<file path="src/rtl/ysyx_24110015_idu.sv">
// ysyx_24110015_idu: RV32I instruction decode stage.
// Decodes a fetched {pc, inst} beat into register indices, immediate and
// operation class, and holds results in a two-entry skid buffer
// (primary P drives out_*, skid S catches a beat while P is held).
//
// Handshake: a beat moves on a port in any cycle where valid && ready are
// both high at the rising edge. valid never waits on ready, and out_* stays
// stable while out_valid && !out_ready. in_ready is a pure register output
// (low only when the skid entry is occupied).
module ysyx_24110015_idu #(
   parameter int XLEN = 32
) (
   input  logic            clk,
   input  logic            rst,
   input  logic            in_valid,
   output logic            in_ready,
   input  logic [XLEN-1:0] in_pc,
   input  logic [31:0]     in_inst,
   input  logic            flush,
   output logic            out_valid,
   input  logic            out_ready,
   output logic [XLEN-1:0] out_pc,
   output logic [31:0]     out_inst,
   output logic [4:0]      out_rs1,
   output logic [4:0]      out_rs2,
   output logic [4:0]      out_rd,
   output logic [2:0]      out_funct3,
   output logic [XLEN-1:0] out_imm,
   output logic [3:0]      out_cls,
   output logic            out_illegal,
   output logic [31:0]     out_count,
   output logic [1:0]      dbg_state
);

   // State bit 0 = P valid, bit 1 = S valid; S is never valid without P.
   localparam logic [1:0] ST_EMPTY = 2'b00;
   localparam logic [1:0] ST_ONE   = 2'b01;
   localparam logic [1:0] ST_TWO   = 2'b11;

   localparam logic [3:0] CLS_LUI    = 4'd0;
   localparam logic [3:0] CLS_AUIPC  = 4'd1;
   localparam logic [3:0] CLS_JAL    = 4'd2;
   localparam logic [3:0] CLS_JALR   = 4'd3;
   localparam logic [3:0] CLS_BRANCH = 4'd4;
   localparam logic [3:0] CLS_LOAD   = 4'd5;
   localparam logic [3:0] CLS_STORE  = 4'd6;
   localparam logic [3:0] CLS_OPIMM  = 4'd7;
   localparam logic [3:0] CLS_OP     = 4'd8;
   localparam logic [3:0] CLS_SYSTEM = 4'd9;
   localparam logic [3:0] CLS_FENCE  = 4'd10;
   localparam logic [3:0] CLS_ILL    = 4'd15;

   logic [1:0]      r_state;
   logic [1:0]      w_state_nxt;

   logic [XLEN-1:0] r_p_pc;
   logic [31:0]     r_p_inst;
   logic [XLEN-1:0] r_p_imm;
   logic [3:0]      r_p_cls;
   logic [XLEN-1:0] r_s_pc;
   logic [31:0]     r_s_inst;
   logic [XLEN-1:0] r_s_imm;
   logic [3:0]      r_s_cls;
   logic [31:0]     r_count;

   logic [4:0]      w_opcode;
   logic [3:0]      w_cls;
   logic [XLEN-1:0] w_imm;
   logic [XLEN-1:0] w_imm_i;
   logic [XLEN-1:0] w_imm_s;
   logic [XLEN-1:0] w_imm_b;
   logic [XLEN-1:0] w_imm_u;
   logic [XLEN-1:0] w_imm_j;

   logic            w_accept;
   logic            w_drain;
   logic            w_load_p_in;
   logic            w_load_p_s;
   logic            w_load_s;

   // Immediate format extraction, sign-extended from the top bit of each.
   assign w_opcode = in_inst[6:2];
   assign w_imm_i  = {{20{in_inst[31]}}, in_inst[31:20]};
   assign w_imm_s  = {{20{in_inst[31]}}, in_inst[31:25], in_inst[11:7]};
   assign w_imm_b  = {{19{in_inst[31]}}, in_inst[31], in_inst[7],
                      in_inst[30:25], in_inst[11:8], 1'b0};
   assign w_imm_u  = {in_inst[31:12], 12'b0};
   assign w_imm_j  = {{11{in_inst[31]}}, in_inst[31], in_inst[19:12],
                      in_inst[20], in_inst[30:21], 1'b0};

   // Classify the incoming word and pick its immediate; illegal words get imm 0.
   always_comb begin
      w_cls = CLS_ILL;
      w_imm = '0;
      if (in_inst[1:0] == 2'b11) begin
         case (w_opcode)
            5'b01101: begin w_cls = CLS_LUI;    w_imm = w_imm_u; end
            5'b00101: begin w_cls = CLS_AUIPC;  w_imm = w_imm_u; end
            5'b11011: begin w_cls = CLS_JAL;    w_imm = w_imm_j; end
            5'b11001: begin w_cls = CLS_JALR;   w_imm = w_imm_i; end
            5'b11000: begin w_cls = CLS_BRANCH; w_imm = w_imm_b; end
            5'b00000: begin w_cls = CLS_LOAD;   w_imm = w_imm_i; end
            5'b01000: begin w_cls = CLS_STORE;  w_imm = w_imm_s; end
            5'b00100: begin w_cls = CLS_OPIMM;  w_imm = w_imm_i; end
            5'b01100: begin w_cls = CLS_OP;     w_imm = '0;      end
            5'b11100: begin w_cls = CLS_SYSTEM; w_imm = w_imm_i; end
            5'b00011: begin w_cls = CLS_FENCE;  w_imm = w_imm_i; end
            default:  begin w_cls = CLS_ILL;    w_imm = '0;      end
         endcase
      end
   end

   assign w_accept = in_valid && in_ready && !flush;
   assign w_drain  = out_valid && out_ready;

   // Buffer occupancy register; reset returns to EMPTY.
   always_ff @(posedge clk) begin
      if (!rst) r_state <= ST_EMPTY;
      else      r_state <= w_state_nxt;
   end

   // Occupancy transitions; flush empties the buffer ahead of any handshake.
   always_comb begin
      w_state_nxt = r_state;
      if (flush) begin
         w_state_nxt = ST_EMPTY;
      end else begin
         case (r_state)
            ST_EMPTY: if (w_accept) w_state_nxt = ST_ONE;
            ST_ONE: begin
               if (w_accept && !w_drain)      w_state_nxt = ST_TWO;
               else if (!w_accept && w_drain) w_state_nxt = ST_EMPTY;
            end
            ST_TWO:   if (w_drain) w_state_nxt = ST_ONE;
            default:  w_state_nxt = ST_EMPTY;
         endcase
      end
   end

   // Handshake outputs and entry load strobes derived from the current state.
   always_comb begin
      in_ready    = !r_state[1];
      out_valid   = r_state[0];
      w_load_p_in = 1'b0;
      w_load_s    = 1'b0;
      w_load_p_s  = 1'b0;
      case (r_state)
         ST_EMPTY: w_load_p_in = w_accept;
         ST_ONE: begin
            w_load_p_in = w_accept && w_drain;
            w_load_s    = w_accept && !w_drain;
         end
         ST_TWO:   w_load_p_s = w_drain;
         default: ;
      endcase
   end

   // Primary and skid entry payloads; P refills from input or from S.
   always_ff @(posedge clk) begin
      if (!rst) begin
         r_p_pc   <= '0;
         r_p_inst <= '0;
         r_p_imm  <= '0;
         r_p_cls  <= '0;
         r_s_pc   <= '0;
         r_s_inst <= '0;
         r_s_imm  <= '0;
         r_s_cls  <= '0;
      end else begin
         if (w_load_p_in) begin
            r_p_pc   <= in_pc;
            r_p_inst <= in_inst;
            r_p_imm  <= w_imm;
            r_p_cls  <= w_cls;
         end else if (w_load_p_s) begin
            r_p_pc   <= r_s_pc;
            r_p_inst <= r_s_inst;
            r_p_imm  <= r_s_imm;
            r_p_cls  <= r_s_cls;
         end
         if (w_load_s) begin
            r_s_pc   <= in_pc;
            r_s_inst <= in_inst;
            r_s_imm  <= w_imm;
            r_s_cls  <= w_cls;
         end
      end
   end

   // Delivered-beat counter; counts drains even in a flush cycle, wraps freely.
   always_ff @(posedge clk) begin
      if (!rst)         r_count <= '0;
      else if (w_drain) r_count <= r_count + 32'd1;
   end

   assign out_pc      = r_p_pc;
   assign out_inst    = r_p_inst;
   assign out_rs1     = r_p_inst[19:15];
   assign out_rs2     = r_p_inst[24:20];
   assign out_rd      = r_p_inst[11:7];
   assign out_funct3  = r_p_inst[14:12];
   assign out_imm     = r_p_imm;
   assign out_cls     = r_p_cls;
   assign out_illegal = (r_p_cls == CLS_ILL);
   assign out_count   = r_count;
   assign dbg_state   = r_state;

endmodule
</file>
<file path="config.mk">
export PLATFORM = sky130hd
export DESIGN_NAME = ysyx_24110015_idu
export DESIGN_NICKNAME = d
export VERILOG_FILES = /design/src/rtl/ysyx_24110015_idu.sv
export SDC_FILE = /design/constraint.sdc
export NUM_CORES = 1
export LEC_CHECK = 0
export BUFFER_PORTS_ARGS = -buffer_cell sky130_fd_sc_hd__buf_2
export CAP_MARGIN = 20
export CORE_UTILIZATION = 45
export CTS_CLUSTER_DIAMETER = 100
export DETAILED_ROUTE_END_ITERATION = 7
export GPL_TIMING_DRIVEN = 0
export PLACE_DENSITY_LB_ADDON = 0.1
export SETUP_SLACK_MARGIN = 0.1
export SYNTH_ARGS = -nofsm -noshare
export SYNTH_HDL_FRONTEND = slang
export SYNTH_SLANG_ARGS = --single-unit
</file>
<file path="constraint.sdc">
create_clock -name clk -period 2.7 [get_ports clk]
set_clock_uncertainty 0.05 [all_clocks]
set_input_delay 0.135 -clock clk [delete_from_list [all_inputs] [get_ports clk]]
set_output_delay 0.135 -clock clk [all_outputs]
set_load 0.02 [all_outputs]
</file>
Word-level counts from Yosys, hierarchy flattened
Index checks and enable logic that the tools add are counted.
{"block": "word_totals", "reg_bits": 234, "wordCells": 66, "input_bits": 69, "out_inout_bits": 155}
{"block": "classes", "add_sub_neg": 1, "n_eq_ne": 17, "reduce_logical": 17, "n_bitwise": 1, "mux": 20}
{"op": "32-bit two-way mux", "n": 7}
{"op": "32-bit one-hot mux with 5 select lines", "n": 1}
{"op": "4-bit one-hot mux with 11 select lines", "n": 1}
{"op": "32-bit by 1-bit adder with 32-bit output, second input constant", "n": 1}
{"op": "5-bit == test, second input constant", "n": 4}
{"op": "5-bit by 4-bit == test with 1-bit output, second input constant", "n": 3}
{"op": "4-bit two-way mux", "n": 3}
{"op": "5-bit by 3-bit == test with 1-bit output, second input constant", "n": 2}
{"op": "2-bit two-way mux", "n": 4}
{"op": "1-bit logical AND", "n": 6}
{"op": "2-bit one-hot mux with 3 select lines", "n": 1}
{"op": "5-bit by 2-bit == test with 1-bit output, second input constant", "n": 1}
{"op": "5-bit zero test", "n": 1}
{"op": "5-bit OR reduction", "n": 1}
{"op": "2-bit == test, second input constant", "n": 2}
{"op": "4-bit == test, second input constant", "n": 1}
{"op": "1-bit zero test", "n": 4}
{"op": "2-bit inequality test, second input constant", "n": 2}
{"op": "2-bit OR reduction", "n": 2}
{"op": "3-bit inequality test, second input constant", "n": 1}
{"op": "3-bit AND reduction", "n": 1}
{"op": "2-bit by 1-bit == test with 1-bit output, second input constant", "n": 1}
{"op": "2-bit zero test", "n": 1}
{"op": "1-bit two-way mux", "n": 2}
{"op": "3 further kinds", "n": 3}

Depth between registers and ports, before layout
{"block": "logic_depth", "word_depth": 8, "mapped_depth": 9, "ltp_nobuf": 7}

Worst setup path after synthesis
OpenSTA, ideal clock, no wires.
{"block": "synth_path", "path_kind": "reg2reg", "from": "reg r_state[1] (netlist: dbg_state[1])", "to": "reg r_p_inst[31] (netlist: out_inst[31])", "arrival_ps": 2181, "t_required_ps": 2564, "synth_period_minus_slack_ps": 2316, "path_stages_with_launch": 9, "slack_ps": 384, "setup_ps": 86, "n_path_buf": 2, "cell_sequence": "dfxtp_1 > inv_1 > ha_1 > and3_1 > o21ai_1 > clkbuf_1 > buf_2 > nor2_1 > a211oi_1"}
{"block": "synth_between", "elab_chain_cells": 6, "elab_cells_between_ends": 11, "classes_between": "eq/ne (2); mux (3); reduce/logical (6)"}
{"element": "start, declared", "line": "53", "rtl": "logic [1:0] r_state;"}
{"element": "start signal, assigned", "line": "119", "rtl": "else r_state <= w_state_nxt;"}
{"element": "1-bit zero test (*)", "line": "142", "rtl": "in_ready = !r_state[1];"}
{"element": "named net in_ready", "line": "16", "rtl": "output logic in_ready,"}
{"element": "1-bit logical AND (*) (2 in a row)", "line": "113", "rtl": "assign w_accept = in_valid && in_ready && !flush;"}
{"element": "1-bit logical AND", "line": "150", "rtl": "w_load_p_in = w_accept && w_drain;"}
{"element": "1-bit one-hot mux with 2 select lines (*)", "line": "147", "rtl": "case (r_state)"}
{"element": "32-bit two-way mux or 2-bit nonzero test (tied branches)"}
{"element": "end signal, assigned", "line": "172", "rtl": "r_p_inst <= in_inst;"}
{"element": "end signal, assigned", "line": "177", "rtl": "r_p_inst <= r_s_inst;"}
{"element": "end, declared", "line": "57", "rtl": "logic [31:0] r_p_inst;"}
The timed path passes the listed nets; every way through them passes the cells marked *.
A chain may end at the register's enable or synchronous reset.

Worst setup path after layout
{"block": "layout_path", "from": "reg r_state[1] (netlist: dbg_state[1])", "to": "reg r_p_inst[20] (netlist: out_inst[20])"}
{"block": "layout_between", "elab_chain_cells": 6, "elab_cells_between_ends": 11, "classes_between": "eq/ne (2); mux (3); reduce/logical (6)"}
{"element": "1-bit zero test", "line": "142"}
{"element": "1-bit logical AND (2 in a row)", "line": "113"}
{"element": "1-bit logical AND", "line": "150"}
{"element": "1-bit one-hot mux with 2 select lines", "line": "147"}
{"element": "32-bit two-way mux or 2-bit nonzero test (tied branches)"}
Several ways; a longest one is shown, not always the timed one.

==> flow_metrics.py <==
metrics = {
    "floorplanning": {
        "start_util_pct": 45.78,
        "core_um2": 21760,
        "io_pins": 224,
        "dieWidth_um": 150.8,
        "die_h_um": 150.8,
        "die-area_um2": 22730,
        "rows": 54,
    },
    "synthesis": {
        "syn_nets": 1180,
        "synth-edff-count": 0,
        "synth.distinct_cells": 59,
        "ys_ff_latch": 234,
        "yosys_warnings": 0,
        "syn_inst": 1106,
        "syn_avg_cell_area_um2": 9.005,
        "async_flop_share_pct": 0,
        "syn_area_um2": 9960,
        "ys_seq_area_share_pct": 47.04,
        "synth_flop_cell": "dfxtp_1",
    },
    "grt": {
        "gr-total-overflow": 0,
        "grt_pass1_vias": 8451,
        "grtUsageTotal_pct": 24.72,
        "grt_first_pass_wirelength_um": 44830,
        "grt_max_degree": 13,
        "antenna_found_initial": 1,
    },
    "setup_path": {
        "reg2reg_depth": 7,
        "crit_fanout": 10,
        "critPathLaunchType": "register",
        "crit_family": "buffers and inverters",
        "cp-startpoint": "dbg_state[1]",
        "max_stage_delay_ns": 0.46,
        "worst_path_max_delay_cell": "dfxtp_1",
        "critPathCapture": "out_inst[20]",
        "cp.arrival_ns": 2.71,
        "required_ns": 3.01,
        "worst_setup_path_end_kind": "register",
        "path_cells": "inv_1, ha_1, and3_1, o21ai_4, clkbuf_4, buf_1, a211oi_1",
        "critPathBufInv": 3,
        "reg2reg_from": "dbg_state[1]",
        "cp.depth": 7,
        "critPathKind": "register to register",
        "r2r_slack_ns": 0.30,
        "regToRegEndpoint": "out_inst[20]",
    },
    "routing": {
        "dr.pass1.iters": 5,
        "routedWlPerCell_um": 16.71,
        "ant_nets": 0,
        "vias": 8994,
        "drc": 0,
        "routed_wl_um": 28530,
        "first_iter_violations": 457,
        "viasPerCell": 5.269,
    },
    "place": {
        "io_buffers": 219,
        "place.gp.congestion": 0.8461,
        "place_ws_ns": -0.2355,
        "place_hpwl_um": 19670,
    },
    "clocking": {
        "cts_buffer_depth": 3,
        "clkLatencyLatePin_ns": 0.51,
        "clockRootBuffer": "clkbuf_16",
        "cts-buffers-inserted": 25,
        "post-cts-setup-buffers": 0,
        "cts_tree": "done",
        "cts_max_level": 1,
        "cts.sink_count": 234,
        "clkTransAtPathRegs_ns": 0.06,
    },
    "power": {
        "p_leak_nw": 5.909,
        "peakVddDrop_mv": 0.5157,
        "finalPower_w": 0.007678,
        "power_density_nw_per_um2": 600.0,
    },
    "layout": {
        "syn_to_final_growth_pct": 28.48,
        "post-route-util_pct": 58.82,
        "fin_nets": 1486,
        "drive_above_1_share_pct": 23.35,
    },
    "timing": {
        "worst_slack_ns": 0.2954,
        "drv_slew": 0,
        "slew_headroom_pct": 38.94,
        "timing.hold.ws_ns": 0.02617,
        "fin_crit_ns": 2.405,
        "rsz0062_at_grt": "yes",
        "max_freq_mhz": 415.9,
        "setup_violations": 0,
        "finalHoldViolations": 0,
        "tightest_slew_ns": 0.9159,
        "post-route-period-util_pct": 89.06,
    },
    "run_status": {
        "outcome": "completed",
    },
    "min_path": {
        "hp-start": "in_inst[6]",
        "hold_class": "input pin to register",
        "hold_path_depth": 4,
    },
    "flow_run": {
        "maxCapViolCount": 0,
    },
}
[timing repair]
action                                  in CTS  in global routing
endpoints found under the setup margin      61                113
hold buffers                                60                  0
resized for setup                            3                  8
endpoints found under the hold margin      161                  0
[registers in the layout, summed over array words and instances, names as in the netlist]
register / count
dbg_state: 2
out_imm: 32
r_s_pc: 32
out_count: 32
r_s_cls: 4
out_pc: 32
out_cls: 4
r_s_inst: 32
out_inst: 32
r_s_imm: 32
[cell families after synthesis]
kind of cell	share of synthesized area, %
simple gates	16.48
flops	47.04
buf+inv	5.389
compound gates	17.55
xor+xnor	2.714
mux	10.20
fa+ha+maj	0.6281
[layout make-up]
cell class	count	area (um^2)
antenna	1	2.502
buffer	103	521.8
clock buffer	37	720.7
clock inverter	4	45.04
fill	2026	8960
inverter	6	22.52
multi-input combinational	763	4752
sequential	234	4684
tap	280	350.3
timing repair buffer	279	1697
[how the worst min path moves through the flow]
stage                   to  slack [ns]
2_1_floorplan  out_imm[10]        0.20
3_3_place_gp    r_s_pc[28]        0.34
3_5_place_dp    r_s_pc[29]        0.34
4_1_cts        r_s_inst[6]        0.02
5_1_grt        r_s_inst[6]        0.06
6_report       r_s_inst[6]        0.03
[where the power goes]
part,switching [W],internal (W),total (W)
combinational,0.000504,0.000322,0.000826
clock,0.00133,0.00192,0.00325
sequential,0.0000564,0.00355,0.00360
[synth_stat cells (all sizes together), types with 3 or more instances]
| cell type | n | area, um^2 |
|---|---|---|
| mux2 | 4 | 45.04 |
| nand4 | 13 | 117.6 |
| a211oi | 67 | 503.0 |
| a21oi | 98 | 501.7 |
| nand2b | 7 | 43.79 |
| o221a | 6 | 67.56 |
| clkbuf | 51 | 192.7 |
| ha | 5 | 62.56 |
| xor2 | 24 | 217.7 |
| nor3 | 4 | 20.02 |
| and4 | 4 | 35.03 |
| a21boi | 12 | 90.09 |
| nand3 | 15 | 80.08 |
| xnor2 | 6 | 52.55 |
| dfxtp | 234 | 4684 |
| or3 | 6 | 37.54 |
| buf | 52 | 321.5 |
| a22o | 6 | 52.55 |
| o22ai | 27 | 168.9 |
| inv | 6 | 22.52 |
| mux2i | 97 | 970.9 |
| and2 | 7 | 43.80 |
| o21ai | 33 | 168.9 |
| nand2 | 167 | 629.4 |
| a22oi | 4 | 30.03 |
| nor4 | 4 | 70.07 |
| and3 | 14 | 87.58 |
| nor2b | 3 | 18.77 |
| o2bb2ai | 7 | 61.31 |
| nor2 | 105 | 394.1 |
[placed cells by master, fill, tap and decap left out, types with 7 or more instances in the layout]
cell type      synthesis  routed
nand2_1              166     166
a21boi_0              12      12
o2bb2ai_1              7       7
nand2b_1               7       7
a211oi_1              67      67
nor2_1               105     104
nand3_1               14      14
a21oi_1               97      97
buf_4                 20      20
buf_2                 23     242
xor2_1                23      23
o22ai_1               27      27
mux2i_1               97      97
clkbuf_16              0      25
and3_1                14      14
clkbuf_1              50      53
nand4_1               10      10
o21ai_0               30      30
dfxtp_1              234     234
dlygate4sd3_1          0      60
[per-stage QoR]
| stage | setup TNS (ns) | instances | cell area [um^2] |
|---|---|---|---|
| 2_1_floorplan | 0 | 1106 | 9960 |
| 3_3_place_gp | -9.716 | 1605 | 11410 |
| 3_5_place_dp | -11.78 | 1605 | 11410 |
| 4_1_cts | 0 | 1706 | 12780 |
| 5_1_grt | 0 | 1706 | 12790 |
| 6_report | 0 | 1707 | 12800 |
[tightest hold or removal path, cell delays in order]
cell and delay, ns:
buf_2 0.15, buf_6 0.15, nand2_1 0.06, a21oi_1 0.05
[metal layers]
layer,part of all wire (%),vias up,global-route usage [%]
met3,6.2,39,4.940
met4,1.7,0,5.500
met2,46,250,39.70
met1,46,4212,34.12
li1,-,4493,-
met5,0,-,0
Note: power is estimated with default switching activity, not from simulation.
